--- src/rtl/core_pkg.sv ---
// Shared RV32I definitions: opcodes, op classes, immediate formats and opcode classification.
package core_pkg;

    localparam int unsigned INSTR_WIDTH = 32;

    localparam logic [6:0] OPC_LUI    = 7'b0110111;
    localparam logic [6:0] OPC_AUIPC  = 7'b0010111;
    localparam logic [6:0] OPC_JAL    = 7'b1101111;
    localparam logic [6:0] OPC_JALR   = 7'b1100111;
    localparam logic [6:0] OPC_BRANCH = 7'b1100011;
    localparam logic [6:0] OPC_LOAD   = 7'b0000011;
    localparam logic [6:0] OPC_STORE  = 7'b0100011;
    localparam logic [6:0] OPC_OP_IMM = 7'b0010011;
    localparam logic [6:0] OPC_OP     = 7'b0110011;
    localparam logic [6:0] OPC_FENCE  = 7'b0001111;
    localparam logic [6:0] OPC_SYSTEM = 7'b1110011;

    typedef enum logic [3:0] {
        OP_ALU     = 4'd0,
        OP_ALU_IMM = 4'd1,
        OP_LOAD    = 4'd2,
        OP_STORE   = 4'd3,
        OP_BRANCH  = 4'd4,
        OP_JAL     = 4'd5,
        OP_JALR    = 4'd6,
        OP_LUI     = 4'd7,
        OP_AUIPC   = 4'd8,
        OP_FENCE   = 4'd9,
        OP_SYSTEM  = 4'd10,
        OP_ILLEGAL = 4'd11
    } op_class_e;

    typedef enum logic [2:0] {
        FMT_R = 3'd0,
        FMT_I = 3'd1,
        FMT_S = 3'd2,
        FMT_B = 3'd3,
        FMT_U = 3'd4,
        FMT_J = 3'd5
    } imm_fmt_e;

    typedef struct packed {
        op_class_e op_class;
        imm_fmt_e  fmt;
        logic      uses_rs1;
        logic      uses_rs2;
        logic      writes_rd;
    } op_info_t;

    // Stores and branches have no destination; their rd field carries immediate bits.
    function automatic op_info_t classify(input logic [6:0] opcode);
        op_info_t info;
        info = '{op_class: OP_ILLEGAL, fmt: FMT_R, uses_rs1: 1'b0, uses_rs2: 1'b0, writes_rd: 1'b0};
        unique case (opcode)
            OPC_OP:     info = '{OP_ALU,     FMT_R, 1'b1, 1'b1, 1'b1};
            OPC_OP_IMM: info = '{OP_ALU_IMM, FMT_I, 1'b1, 1'b0, 1'b1};
            OPC_LOAD:   info = '{OP_LOAD,    FMT_I, 1'b1, 1'b0, 1'b1};
            OPC_STORE:  info = '{OP_STORE,   FMT_S, 1'b1, 1'b1, 1'b0};
            OPC_BRANCH: info = '{OP_BRANCH,  FMT_B, 1'b1, 1'b1, 1'b0};
            OPC_JAL:    info = '{OP_JAL,     FMT_J, 1'b0, 1'b0, 1'b1};
            OPC_JALR:   info = '{OP_JALR,    FMT_I, 1'b1, 1'b0, 1'b1};
            OPC_LUI:    info = '{OP_LUI,     FMT_U, 1'b0, 1'b0, 1'b1};
            OPC_AUIPC:  info = '{OP_AUIPC,   FMT_U, 1'b0, 1'b0, 1'b1};
            OPC_FENCE:  info = '{OP_FENCE,   FMT_I, 1'b0, 1'b0, 1'b1};
            OPC_SYSTEM: info = '{OP_SYSTEM,  FMT_I, 1'b0, 1'b0, 1'b1};
            default:    info = '{OP_ILLEGAL, FMT_R, 1'b0, 1'b0, 1'b0};
        endcase
        return info;
    endfunction

endpackage

--- src/rtl/immediate_generator.sv ---
// Builds the sign-extended immediate for the selected RV32I instruction format.
module immediate_generator
    import core_pkg::*;
#(
    parameter int unsigned XLEN = 32
) (
    input  logic [31:7]     instruction_i,
    input  imm_fmt_e        format_i,
    output logic [XLEN-1:0] immediate_o
);

    logic [31:0] imm32;

    always_comb begin
        imm32 = '0;
        unique case (format_i)
            FMT_I:   imm32 = {{20{instruction_i[31]}}, instruction_i[31:20]};
            FMT_S:   imm32 = {{20{instruction_i[31]}}, instruction_i[31:25], instruction_i[11:7]};
            FMT_B:   imm32 = {{19{instruction_i[31]}}, instruction_i[31], instruction_i[7],
                              instruction_i[30:25], instruction_i[11:8], 1'b0};
            FMT_U:   imm32 = {instruction_i[31:12], 12'b0};
            FMT_J:   imm32 = {{11{instruction_i[31]}}, instruction_i[31], instruction_i[19:12],
                              instruction_i[20], instruction_i[30:21], 1'b0};
            default: imm32 = '0;
        endcase
    end

    assign immediate_o = XLEN'($signed(imm32));

endmodule

--- src/rtl/decode_stage.sv ---
// RV32I decode stage: single output slot aligned with the register file's 1-cycle read,
// with a load-use stall that waits one extra cycle for write-before-read data to land.
module decode_stage
    import core_pkg::*;
#(
    parameter int unsigned XLEN           = 32,
    parameter int unsigned REG_ADDR_WIDTH = 5
) (
    input  logic                      clk,
    input  logic                      rst,
    input  logic                      fetch_valid,
    input  logic [31:0]               fetch_instruction,
    input  logic [XLEN-1:0]           fetch_pc,
    output logic                      fetch_ready,
    output logic [REG_ADDR_WIDTH-1:0] register_read_address_a,
    output logic [REG_ADDR_WIDTH-1:0] register_read_address_b,
    input  logic                      ex_load_pending,
    input  logic [REG_ADDR_WIDTH-1:0] ex_load_rd,
    output logic                      decode_valid,
    input  logic                      decode_ready,
    output logic [XLEN-1:0]           decode_pc,
    output logic [REG_ADDR_WIDTH-1:0] decode_rd,
    output logic [REG_ADDR_WIDTH-1:0] decode_rs1,
    output logic [REG_ADDR_WIDTH-1:0] decode_rs2,
    output logic [2:0]                decode_funct3,
    output logic                      decode_funct7_bit5,
    output logic [3:0]                decode_op_class,
    output logic [XLEN-1:0]           decode_immediate,
    output logic                      decode_illegal
);

    op_info_t                  info_c;
    logic [XLEN-1:0]           imm_c;
    logic [REG_ADDR_WIDTH-1:0] f_rs1_c, f_rs2_c, f_rd_c;
    logic                      hazard_c, fire_c, accept_c;

    logic                      slot_valid_q, slot_valid_d;
    logic                      hazard_hold_q, hazard_hold_d;
    logic [XLEN-1:0]           pc_q, pc_d, imm_q, imm_d;
    logic [REG_ADDR_WIDTH-1:0] rd_q, rd_d, rs1_q, rs1_d, rs2_q, rs2_d;
    logic [2:0]                funct3_q, funct3_d;
    logic                      f7b5_q, f7b5_d, illegal_q, illegal_d;
    logic                      uses_rs1_q, uses_rs1_d, uses_rs2_q, uses_rs2_d;
    op_class_e                 op_class_q, op_class_d;

    assign info_c  = classify(fetch_instruction[6:0]);
    assign f_rs1_c = REG_ADDR_WIDTH'(fetch_instruction[19:15]);
    assign f_rs2_c = REG_ADDR_WIDTH'(fetch_instruction[24:20]);
    assign f_rd_c  = REG_ADDR_WIDTH'(fetch_instruction[11:7]);

    immediate_generator #(.XLEN(XLEN)) u_imm (
        .instruction_i (fetch_instruction[31:7]),
        .format_i      (info_c.fmt),
        .immediate_o   (imm_c)
    );

    assign hazard_c = slot_valid_q && ex_load_pending && (ex_load_rd != '0) &&
                      ((uses_rs1_q && (ex_load_rd == rs1_q)) ||
                       (uses_rs2_q && (ex_load_rd == rs2_q)));

    assign decode_valid = slot_valid_q && !hazard_c && !hazard_hold_q;
    assign fire_c       = decode_valid && decode_ready;
    assign fetch_ready  = rst && (!slot_valid_q || fire_c);
    assign accept_c     = fetch_valid && fetch_ready;

    // Held slot keeps re-reading so writebacks during a stall reach the read ports.
    assign register_read_address_a = accept_c ? f_rs1_c : rs1_q;
    assign register_read_address_b = accept_c ? f_rs2_c : rs2_q;

    always_comb begin
        slot_valid_d  = slot_valid_q;
        hazard_hold_d = hazard_c;
        pc_d          = pc_q;
        imm_d         = imm_q;
        rd_d          = rd_q;
        rs1_d         = rs1_q;
        rs2_d         = rs2_q;
        funct3_d      = funct3_q;
        f7b5_d        = f7b5_q;
        illegal_d     = illegal_q;
        uses_rs1_d    = uses_rs1_q;
        uses_rs2_d    = uses_rs2_q;
        op_class_d    = op_class_q;
        if (accept_c) begin
            slot_valid_d = 1'b1;
            pc_d         = fetch_pc;
            imm_d        = imm_c;
            rd_d         = info_c.writes_rd ? f_rd_c : '0;
            rs1_d        = f_rs1_c;
            rs2_d        = f_rs2_c;
            funct3_d     = fetch_instruction[14:12];
            f7b5_d       = fetch_instruction[30];
            illegal_d    = (info_c.op_class == OP_ILLEGAL);
            uses_rs1_d   = info_c.uses_rs1;
            uses_rs2_d   = info_c.uses_rs2;
            op_class_d   = info_c.op_class;
        end else if (fire_c) begin
            slot_valid_d = 1'b0;
        end
    end

    always_ff @(posedge clk) begin
        if (!rst) begin
            slot_valid_q  <= 1'b0;
            hazard_hold_q <= 1'b0;
            pc_q          <= '0;
            imm_q         <= '0;
            rd_q          <= '0;
            rs1_q         <= '0;
            rs2_q         <= '0;
            funct3_q      <= '0;
            f7b5_q        <= 1'b0;
            illegal_q     <= 1'b0;
            uses_rs1_q    <= 1'b0;
            uses_rs2_q    <= 1'b0;
            op_class_q    <= OP_ALU;
        end else begin
            slot_valid_q  <= slot_valid_d;
            hazard_hold_q <= hazard_hold_d;
            pc_q          <= pc_d;
            imm_q         <= imm_d;
            rd_q          <= rd_d;
            rs1_q         <= rs1_d;
            rs2_q         <= rs2_d;
            funct3_q      <= funct3_d;
            f7b5_q        <= f7b5_d;
            illegal_q     <= illegal_d;
            uses_rs1_q    <= uses_rs1_d;
            uses_rs2_q    <= uses_rs2_d;
            op_class_q    <= op_class_d;
        end
    end

    assign decode_pc          = pc_q;
    assign decode_rd          = rd_q;
    assign decode_rs1         = rs1_q;
    assign decode_rs2         = rs2_q;
    assign decode_funct3      = funct3_q;
    assign decode_funct7_bit5 = f7b5_q;
    assign decode_op_class    = 4'(op_class_q);
    assign decode_immediate   = imm_q;
    assign decode_illegal     = illegal_q;

endmodule

--- config.mk ---
export PLATFORM = sky130hd
export DESIGN_NAME = decode_stage
export DESIGN_NICKNAME = d
export VERILOG_FILES = /design/src/rtl/core_pkg.sv /design/src/rtl/immediate_generator.sv /design/src/rtl/decode_stage.sv
export SDC_FILE = /design/constraint.sdc
export NUM_CORES = 1
export LEC_CHECK = 0
export CAP_MARGIN = 20
export CORE_ASPECT_RATIO = 0.5
export CORE_MARGIN = 2
export CORE_UTILIZATION = 31
export CTS_BUF_LIST = sky130_fd_sc_hd__clkbuf_4 sky130_fd_sc_hd__clkbuf_8
export CTS_CLUSTER_SIZE = 28
export DETAILED_ROUTE_END_ITERATION = 10
export PLACE_DENSITY = 0.64
export SYNTH_ARGS = -nofsm -noshare
export SYNTH_HDL_FRONTEND = slang
export SYNTH_HIERARCHICAL = 1
export SYNTH_SLANG_ARGS = --single-unit
--- constraint.sdc ---
create_clock -name clk -period 7.4 [get_ports clk]
set_input_delay 1.48 -clock clk [delete_from_list [all_inputs] [get_ports clk]]
set_output_delay 1.48 -clock clk [all_outputs]
set_load 0.05 [all_outputs]
* Yosys cells after proc, flatten, opt, wreduce, memory -nomap -nowiden *
Cells that the tools add are included.

word-level totals
  flip-flop bits (word level) = 92
  word-level logic and storage cells = 56
  bits of input ports = 74
  output and inout port bits = 100

operators by class
  eq/ne operators = 19
  mux-type cells = 7
  reduce and logical (&&, ||, !) cells = 17

operator list
  operator                                                               count
  32-bit one-hot mux with 5 select lines                                 1
  10-bit one-hot mux with 11 select lines                                1
  7-bit equality test, second input constant                             4
  7-bit by 6-bit equality test with 1-bit output, second input constant  3
  5-bit 2-to-1 mux                                                       3
  7-bit by 5-bit equality test with 1-bit output, second input constant  2
  5-bit equality test                                                    2
  1-bit logical AND                                                      10
  7-bit by 2-bit equality test with 1-bit output, second input constant  1
  7-bit by 4-bit equality test with 1-bit output, second input constant  1
  3-bit by 2-bit equality test with 1-bit output, second input constant  2
  3-bit equality test, second input constant                             2
  5-bit nonzero test                                                     1
  4-bit equality test, second input constant                             1
  3-bit by 1-bit equality test with 1-bit output, second input constant  1
  1-bit logical NOT                                                      3
  1-bit logical OR                                                       2
  1-bit 2-to-1 mux                                                       2
  2-bit nonzero test                                                     1

* Longest topological paths before layout *
Gate-level depths: netlist (run 1).

  word-level depth = 12
  gate-level depth with buffers = 12
  depth with buffers taken out = 9

* Modules after synthesis *
Netlist (run 1), hierarchy kept.

modules (own cells, without submodules)
  module               instances  cells an instance  area an instance (sq um)  sequential area each (sq um)
  decode_stage         1          501                3861.2                    1841.8
  immediate_generator  1          66                 390.4                     0.0

* Least setup slack after synthesis (run 1) *
No wires, ideal clock.

  path kind = input-to-output
  from = input port ex_load_rd[0]
  to = output port register_read_address_a[0]
  setup slack = 2.340 ns
  path buffers = 2
  data required time = 5.920 ns
  arrival = 3.580 ns
  stages on the path = 8
  path through = xnor2_1 -> nand4_1 -> o22ai_1 -> a21oi_2 -> and2_1 -> buf_4 -> buf_2 -> o21ai_0

between the ends
  cells in the longest elaborated chain, start to end = 12
  elaborated cells on any way between the ends = 16
  those cells by class = eq/ne (2); mux (1); reduce/logical (13)

ends and longest elaborated chain
  what                                           line                                    text
  start: declaration                             decode_stage.sv:18                      input logic [REG_ADDR_WIDTH-1:0] ex_load_rd,
  5-bit equality test, on equally long branches  decode_stage.sv:58, decode_stage.sv:59
  1-bit logical AND, on equally long branches    decode_stage.sv:58, decode_stage.sv:59
  1-bit logical OR                               decode_stage.sv:58                      ((uses_rs1_q && (ex_load_rd == rs1_q)) ||
  1-bit logical AND (*)                          decode_stage.sv:57                      assign hazard_c = slot_valid_q && ex_load_pending && (ex_load_rd != '0) &&
  1-bit logical NOT (*)                          decode_stage.sv:61                      assign decode_valid = slot_valid_q && !hazard_c && !hazard_hold_q;
  1-bit logical AND (*) (2 in a row)             decode_stage.sv:61
  1-bit logical AND (*)                          decode_stage.sv:62                      assign fire_c = decode_valid && decode_ready;
  1-bit logical OR (*)                           decode_stage.sv:63                      assign fetch_ready = rst && (!slot_valid_q || fire_c);
  1-bit logical AND (*)                          decode_stage.sv:63
  1-bit logical AND (*)                          decode_stage.sv:64                      assign accept_c = fetch_valid && fetch_ready;
  5-bit 2-to-1 mux (*)                           --
  end: declaration                               decode_stage.sv:15                      output logic [REG_ADDR_WIDTH-1:0] register_read_address_a,

Mark *: on every way between the ends. The rest lies on a longest branch, timed or not.

* Final worst setup path (run 1) *
  from = input port ex_load_rd[0]
  to = output port register_read_address_a[3]

The elaborated chain is that of the path after synthesis.

==> impl_metrics.csv, run 1 <==
group,metric,value,unit
logic_synthesis,yosysMostFrequentCell,"nand2_1",
logic_synthesis,synth_mux_area_frac,0.0165,
logic_synthesis,synth_fa_ha_area_frac,0,
logic_synthesis,synth_top_family_by_area,"simple AND/OR/NAND/NOR gates",
logic_synthesis,synth-compound-area-share,0.189,
finish,stdcell_area,6240,um^2
pwr,fin_total_pwr,1.20,mW
clock_tree,hold_buffers,0,
finish,area_growth,46.7,%
worst_setup_path,cp.required,5.92,ns
finish,nNetsFinal,782,
logic_synthesis,synth-edff-count,0,
finish,num_antenna_cells,0,
route,num_vias,4411,
worst_setup_path,critPathTopFamily,"buffers and inverters",
pwr,p_leak,2.20,nW
clock_tree,cts_setup_buffers,0,
worst_hold_path,worstHoldPathCells,2,
worst_setup_path,path_buf_inv,3,
worst_setup_path,path_depth,9,
route,drtAntennaViolNets,0,
global_route,antenna_found_initial,0,
logic_synthesis,syn_area,4250,um^2
clock_tree,cts_resized,0,
finish,drive_gt1_frac,0.0435,
sta,finalSetupViolations,0,
die,rows,30,
clock_tree,cts_tree,"yes",
worst_setup_path,r2r_cells,7,
clock_tree,cts-root-buf,"clkbuf_8",
sta,fin_ws,1.41,ns
sta,holdWs,0.453,ns
logic_synthesis,synthTopCellsByArea,"dfxtp_1 (43%), o21ai_0 (12%), nand2_1 (10%)",
clock_tree,htreeDepth,3,
placement,dpl_cell_area,6020,um^2
logic_synthesis,synth_xor_area_frac,0.0227,
worst_setup_path,slowest_stage,"clkdlybuf4s50_1",
worst_setup_path,criticalPathCategory,"input port to primary output",
run,cap_violations,0,
route,viasPerCell,4.96,
global_route,track_usage,0.186,
worst_setup_path,endpoint_kind,"primary output",
worst_hold_path,hold_class,"flip-flop to flip-flop",
sta,slew_headroom,0.405,
logic_synthesis,ys_seq_area_frac,0.433,
sta,fmax,0.167,GHz
clock_tree,tritoncts.num_buffers,9,
clock_tree,cts_sinks,92,
logic_synthesis,synth_top_area_share,0.433,
global_route,grt_pass1_wl,21800,um
placement,place_ws,1.43,ns
clock_tree,clock_path_buffers,2,
route,drt-total-wl,14000,um
die,start_util,0.316,
logic_synthesis,synth.distinct_cells,41,
logic_synthesis,avgSynthCellArea,7.50,um^2
sta,slew_viol_final,0,
logic_synthesis,syn_inst,567,
clock_tree,path_clk_slew,0.09,ns
global_route,grt_max_degree,81,
logic_synthesis,yosysTopAreaCell,"dfxtp_1",
worst_setup_path,cp.arrival,4.51,ns
route,routedWlPerCell,15.7,um
sta,fin_crit,5.99,ns
sta,fin_setup_tns,0,ns
die,dieWidth,170,um
die,die_h,86.8,um
global_route,gr-total-overflow,0,
die,core,13500,um^2
placement,place.gp.congestion,0.877,
logic_synthesis,async_flop_share,0,
logic_synthesis,synth-simple-area-share,0.269,
logic_synthesis,ys.flop_type,"dfxtp_1",
logic_synthesis,ys_seq_elements,92,
sta,fin_crit_sh,0.810,
sta,worst_clock_skew,0.0117,ns
worst_setup_path,crit_path_start_kind,"input port",
sta,finalHoldViolations,0,
run_status,status,"finished clean",
route,drt-initial-drc-count,284,
worst_setup_path,cp_slowest_stage_delay,0.86,ns
logic_synthesis,syn_nets,641,
clock_tree,clock_latency,0.37,ns
worst_setup_path,cp_cell_sequence,"clkdlybuf4s50_1 > or4_1 > o21ai_1 > nor2_1 > a21oi_4 > buf_4 > nand3_1 > o21ai_0 > clkdlybuf4s50_1",
pwr,peakVddDrop,0.0804,mV
logic_synthesis,netlist_top_cells_count,"nand2_1 (115), o21ai_0 (102), dfxtp_1 (92)",
route,drcViolationCount,0,
worst_setup_path,cp_max_fo,41,
die,pin_count,174,
logic_synthesis,yosysWarningCount,6,
placement,hpwl,9740,um
sta,tightest_slew,0.892,ns
sta,rsz0062_at_grt,"no",
pwr,p_per_area,193,nW/um^2
route,dr.pass1.iters,4,
global_route,grt_pass1_vias,4067,
placement,portBuffers,173,
worst_setup_path,cp_common_cell,"clkdlybuf4s50_1",
die,dieArea,14700,um^2
-- registers in the layout, indices dropped and copies added (netlist names) --
| signal | cells |
|---|---|
| uses_rs2_q | 1 |
| decode_funct3 | 3 |
| decode_pc | 32 |
| decode_rd | 5 |
| decode_rs2 | 5 |
| hazard_hold_q | 1 |
| decode_immediate | 32 |
| decode_funct7_bit5 | 1 |
| decode_rs1 | 5 |
| decode_op_class | 4 |
| uses_rs1_q | 1 |
| slot_valid_q | 1 |
| decode_illegal | 1 |
-- cells in the final DEF (no fill, tap or decap), types with 4 or more instances in the layout --
cell	instances
mux2i_1	7
a21oi_1	8
nand4_1	8
o21ai_0	102
buf_4	8
xnor2_1	11
nor2b_1	6
nand3_1	82
nand2_1	115
clkbuf_8	9
clkdlybuf4s50_1	172
dfxtp_1	92
inv_1	14
nor2_1	13
o21ai_1	11
a22o_1	4
a21o_1	9
and2_1	7
-- final timing paths --
path,end,slack (ns),startpoint
max,register_read_address_a[3],1.41,ex_load_rd[0]
min,decode_pc[3],0.45,decode_pc[3]
max reg2reg,decode_funct3[2],5.20,decode_rs1[0]
min reg2reg,decode_pc[3],0.45,decode_pc[3]
-- routing by layer --
| metal | vias up | part of all wire | track usage |
|---|---|---|---|
| met3 | 25 | 0.051 | 0.0411 |
| met1 | 2042 | 0.47 | 0.250 |
| met2 | 129 | 0.46 | 0.297 |
| met5 | - | 0 | 0 |
| met4 | 0 | 0.022 | 0.0676 |
| li1 | 2215 | - | - |
-- power breakdown --
| group | total [mW] | switching, mW | internal (mW) | leakage, nW |
|---|---|---|---|---|
| sequential | 0.534 | 0.0151 | 0.519 | 0.752 |
| combinational | 0.296 | 0.187 | 0.108 | 1.34 |
| clock | 0.375 | 0.181 | 0.194 | 0.106 |
-- tightest hold or removal path, stage by stage (launching register included) --
cell and delay [ns]:
dfxtp_1 0.32, nand2_1 0.05, o21ai_1 0.05
-- area by class of cell --
class                   count  area [um^2]
repair buffers            180         1780
fillers                  1307         7240
clock inverters             6         88.8
well taps                 176          220
clock buffers              10          131
multi-input cells         411         2120
inverters                  14         52.6
flip-flops and latches     92         1840
-- stage by stage --
stage	utilization	cells
2_1_floorplan	-	567
3_3_place_gp	0.447	873
3_5_place_dp	0.447	873
4_1_cts	0.463	889
5_1_grt	0.463	889
6_report	0.463	889
-- cell families after synthesis --
kind of cell / Yosys count
buffers and inverters: 64
xor gates and xnor gates: 11
and+or+nand+nor: 247
AOI/OAI and AO/OA: 146
muxes: 7
DFF: 92
Power figures use the tool's default switching activity.
==> run 2: changes to the inputs <==
PLACE_DENSITY = 0.66   (was 0.64)
clock period = 5.5 ns   (was 7.4 ns; I/O delays follow)
==> impl_metrics.csv, run 2 (same netlist as run 1, synthesis figures left out) <==
group,metric,value,unit
run_status,status,"finished clean",
pwr,power_switching,507,uW
die,die_h,86.8,um
global_route,grt_pass1_vias,4134,
pwr,p_per_area,258,nW/um^2
route,drt-total-wl,13900,um
route,routedWlPerCell,15.6,um
route,dr.pass1.iters,5,
clock_tree,cts_tree,"yes",
sta,slew_viol_final,0,
finish,nNetsFinal,782,
sta,fin_setup_tns,0,ns
global_route,grt_max_degree,74,
route,drcViolationCount,0,
sta,fmax,0.205,GHz
pwr,p_int,1.09,mW
finish,final_cell_mix,"clkdlybuf4s50_1 (162), nand2_1 (115), o21ai_0 (102)",
finish,fillers,1309,
clock_tree,cts_resized,0,
finish,num_antenna_cells,0,
sta,tightest_slew,0.901,ns
clock_tree,path_clk_slew,0.09,ns
finish,area_growth,46.0,%
global_route,grt_pass1_wl,21800,um
die,start_util,0.316,
global_route,gr-total-overflow,0,
sta,slew_headroom,0.400,
sta,finalHoldViolations,0,
placement,hpwl,9830,um
placement,portBuffers,173,
route,drtAntennaViolNets,0,
worst_setup_path,endpoint_kind,"primary output",
finish,stdcell_area,6210,um^2
pwr,swShare,0.317,
placement,dpl_cell_area,5990,um^2
placement,place.gp.congestion,0.904,
route,drt-initial-drc-count,346,
clock_tree,htreeDepth,3,
global_route,track_usage,0.187,
worst_setup_path,cp.required,4.40,ns
sta,fin_crit,4.88,ns
die,rows,30,
pwr,combinationalPowerShare,0.247,
finish,final_common_cell,"clkdlybuf4s50_1",
clock_tree,hold_buffers,0,
clock_tree,clock_path_buffers,2,
sta,finalSetupViolations,0,
die,pin_count,174,
pwr,p_clk_frac,0.304,
clock_tree,clock_latency,0.36,ns
clock_tree,cts_setup_buffers,0,
sta,fin_crit_sh,0.887,
run,cap_violations,0,
sta,worst_clock_skew,0.0103,ns
clock_tree,cts_sinks,92,
worst_setup_path,crit_path_start_kind,"input port",
clock_tree,tritoncts.num_buffers,9,
pwr,peakVddDrop,0.122,mV
sta,holdWs,0.454,ns
worst_setup_path,criticalPathCategory,"input port to primary output",
global_route,antenna_found_initial,0,
finish,multiInputGateArea,2120,um^2
worst_hold_path,hold_class,"flip-flop to flip-flop",
finish,drive_gt1_frac,0.0575,
route,num_vias,4406,
worst_setup_path,cp.arrival,3.78,ns
pwr,p_leak,2.22,nW
finish,seq_area,1840,um^2
pwr,p_seq_frac,0.449,
die,core,13500,um^2
finish,utilization,0.461,
worst_setup_path,cp_max_fo,14,
die,dieArea,14700,um^2
sta,rsz0062_at_grt,"no",
route,viasPerCell,4.96,
die,dieWidth,170,um
clock_tree,cts-root-buf,"clkbuf_8",
==> run 2: cell types whose count changed in the layout (fill, tap and decap cells not counted) <==
cell and change:
clkbuf_8 +3, bufinv_16 -1, buf_2 +1, clkinvlp_4 -2
clkdlybuf4s50_1 -10, buf_4 +9
==> run 2: worst paths after layout <==
check                                    from                    to  slack, ns  cells past startpoint
worst max-delay path            ex_load_rd[1]           fetch_ready       0.62                      7
worst max register to register  decode_rs2[4]  decode_immediate[19]       2.75                      7
worst min register to register   decode_pc[8]          decode_pc[8]       0.45                      2
worst min-delay path             decode_pc[8]          decode_pc[8]       0.45                      2
==> run 2: power by group through the flow <==
stage                     logic, mW  registers, mW  clock network [mW]
after floorplan               0.129          0.841                   0
after global placement        0.394          0.733                   0
after detailed placement      0.395          0.734                   0
after CTS                     0.397          0.718               0.502
after global routing          0.418          0.722               0.535
final                         0.396          0.718               0.487
==> run 2: critical path: stages <==
cell,delay [ns]
clkdlybuf4s50_1,0.48
or4_1,0.52
o21ai_1,0.21
nor2_1,0.12
a21oi_4,0.36
and2_1,0.19
clkdlybuf4s50_1,0.81
==> run 2: cell type report <==
class	instances	share of cell area
well taps	176	0.0355
multi-input cells	411	0.342
inverters	14	0.00847
flip-flops and latches	92	0.297
repair buffers	180	0.283
clock inverters	3	0.00706
clock buffers	13	0.0278
==> run 2: metrics by stage <==
stage / cells / total power, mW / setup WS, ns
finish: 889 / 1.60 / 0.622
global route: 889 / 1.68 / 0.478
CTS: 889 / 1.62 / 0.613
detailed placement: 873 / 1.13 / 0.613
global placement: 873 / 1.13 / 0.649
floorplan: 567 / 0.970 / 1.20
==> run 2: per-layer routing <==
layer / vias to the layer above / global-route usage / wire length, um
met3: 20 / 0.0402 / 674
met2: 112 / 0.305 / 6650
li1: 2207 / - / -
met4: 0 / 0.0528 / 210
met5: - / 0 / 0
met1: 2067 / 0.251 / 6330
==> run 3: changes to the inputs <==
SLEW_MARGIN = 20   (was unset)
clock period = 4 ns   (was 5.5 ns; I/O delays follow)
==> impl_metrics.csv, run 3 (same netlist as run 1, synthesis figures left out) <==
group,metric,value,unit
run_status,status,"finished clean",
sta,fin_crit_sh,0.920,
placement,place.gp.congestion,0.889,
route,routedWlPerCell,15.9,um
worst_setup_path,cp.arrival,2.88,ns
worst_setup_path,endpoint_kind,"primary output",
clock_tree,cts_resized,0,
sta,finalHoldViolations,0,
run,cap_violations,0,
placement,hpwl,9790,um
worst_setup_path,crit_path_start_kind,"input port",
finish,final_cells,891,
clock_tree,cts_tree,"yes",
die,dieArea,14700,um^2
route,drtAntennaViolNets,0,
sta,fmax,0.272,GHz
clock_tree,htreeDepth,3,
sta,finalSetupViolations,0,
global_route,grt_pass1_vias,4237,
die,pin_count,174,
worst_hold_path,hold_class,"flip-flop to flip-flop",
finish,num_antenna_cells,0,
die,die_h,86.8,um
sta,fin_setup_tns,0,ns
sta,holdWs,0.455,ns
route,drcViolationCount,0,
pwr,peakVddDrop,0.133,mV
finish,final_common_cell,"clkdlybuf4s50_1",
global_route,grt_pass1_wl,22300,um
clock_tree,clock_latency,0.36,ns
worst_setup_path,criticalPathCategory,"input port to primary output",
global_route,antenna_found_initial,0,
global_route,gr-total-overflow,0,
placement,dp_cells,877,
route,dr.pass1.iters,5,
route,viasPerCell,5.06,
die,core,13500,um^2
route,drt-initial-drc-count,361,
sta,slew_headroom,0.352,
clock_tree,cts_sinks,92,
sta,worst_clock_skew,0.00980,ns
finish,utilization,0.463,
finish,drive_gt1_frac,0.0629,
clock_tree,path_clk_slew,0.08,ns
worst_setup_path,cp_max_fo,9,
clock_tree,clock_path_buffers,2,
pwr,p_per_area,350,nW/um^2
finish,nNetsFinal,786,
placement,portBuffers,173,
global_route,track_usage,0.192,
clock_tree,cts_setup_buffers,0,
global_route,grt_max_degree,92,
sta,slew_viol_final,0,
finish,area_growth,46.6,%
finish,fillers,1331,
sta,rsz0062_at_grt,"no",
die,dieWidth,170,um
clock_tree,tritoncts.num_buffers,9,
worst_setup_path,cp.required,3.20,ns
clock_tree,hold_buffers,0,
route,num_vias,4505,
die,start_util,0.316,
placement,dpl_cell_area,6040,um^2
route,drt-total-wl,14200,um
sta,tightest_slew,0.973,ns
sta,fin_crit,3.68,ns
finish,stdcell_area,6230,um^2
finish,final_cell_mix,"clkdlybuf4s50_1 (160), nand2_1 (115), o21ai_0 (102)",
die,rows,30,
pwr,p_leak,2.24,nW
clock_tree,cts-root-buf,"clkbuf_8",
## run 3: cell type report
type                            instances  area (um^2)  area share
Clock inverter                          2         35.0     0.00562
Timing Repair Buffer                  184         1800       0.289
Tap cell                              176          220      0.0353
Inverter                               14         52.6     0.00843
Clock buffer                           12          159      0.0255
Sequential cell                        92         1840       0.295
Multi-Input combinational cell        411         2120       0.340
## run 3: worst paths after layout
path / startpoint / slack, ns / endpoint / cells past startpoint
max: ex_load_rd[0] / 0.32 / register_read_address_b[1] / 9
min: decode_pc[2] / 0.46 / decode_pc[2] / 2
max reg2reg: decode_rs1[3] / 1.78 / decode_rd[3] / 7
min reg2reg: decode_pc[2] / 0.46 / decode_pc[2] / 2
## run 3: per-stage QoR
stage               setup slack (ns)  total power, mW
global placement               0.359             1.56
CTS                            0.333             2.21
finish                         0.318             2.18
global route                   0.133             2.28
detailed placement             0.342             1.56
floorplan                      0.300             1.33
## run 3: routing by layer
metal  part of all wire  up-vias  track usage
met4              0.022        0       0.0567
met1               0.46     2123        0.256
met3              0.048       31       0.0388
li1                   -     2213            -
met5                  0        -            0
met2               0.47      138        0.317
## run 3: critical path, stage by stage
cell and delay [ns]:
clkdlybuf4s50_1 0.46, or4_1 0.54, o21ai_1 0.18, nor2_1 0.10
a21oi_4 0.17, buf_4 0.18, nand3_1 0.11, o21ai_0 0.11
buf_4 0.23
## run 3: report_power, final
part | switching (mW) | internal [mW]
Combinational | 0.350 | 0.201
Sequential | 0.0276 | 0.960
Clock | 0.321 | 0.323
Total | 0.698 | 1.48
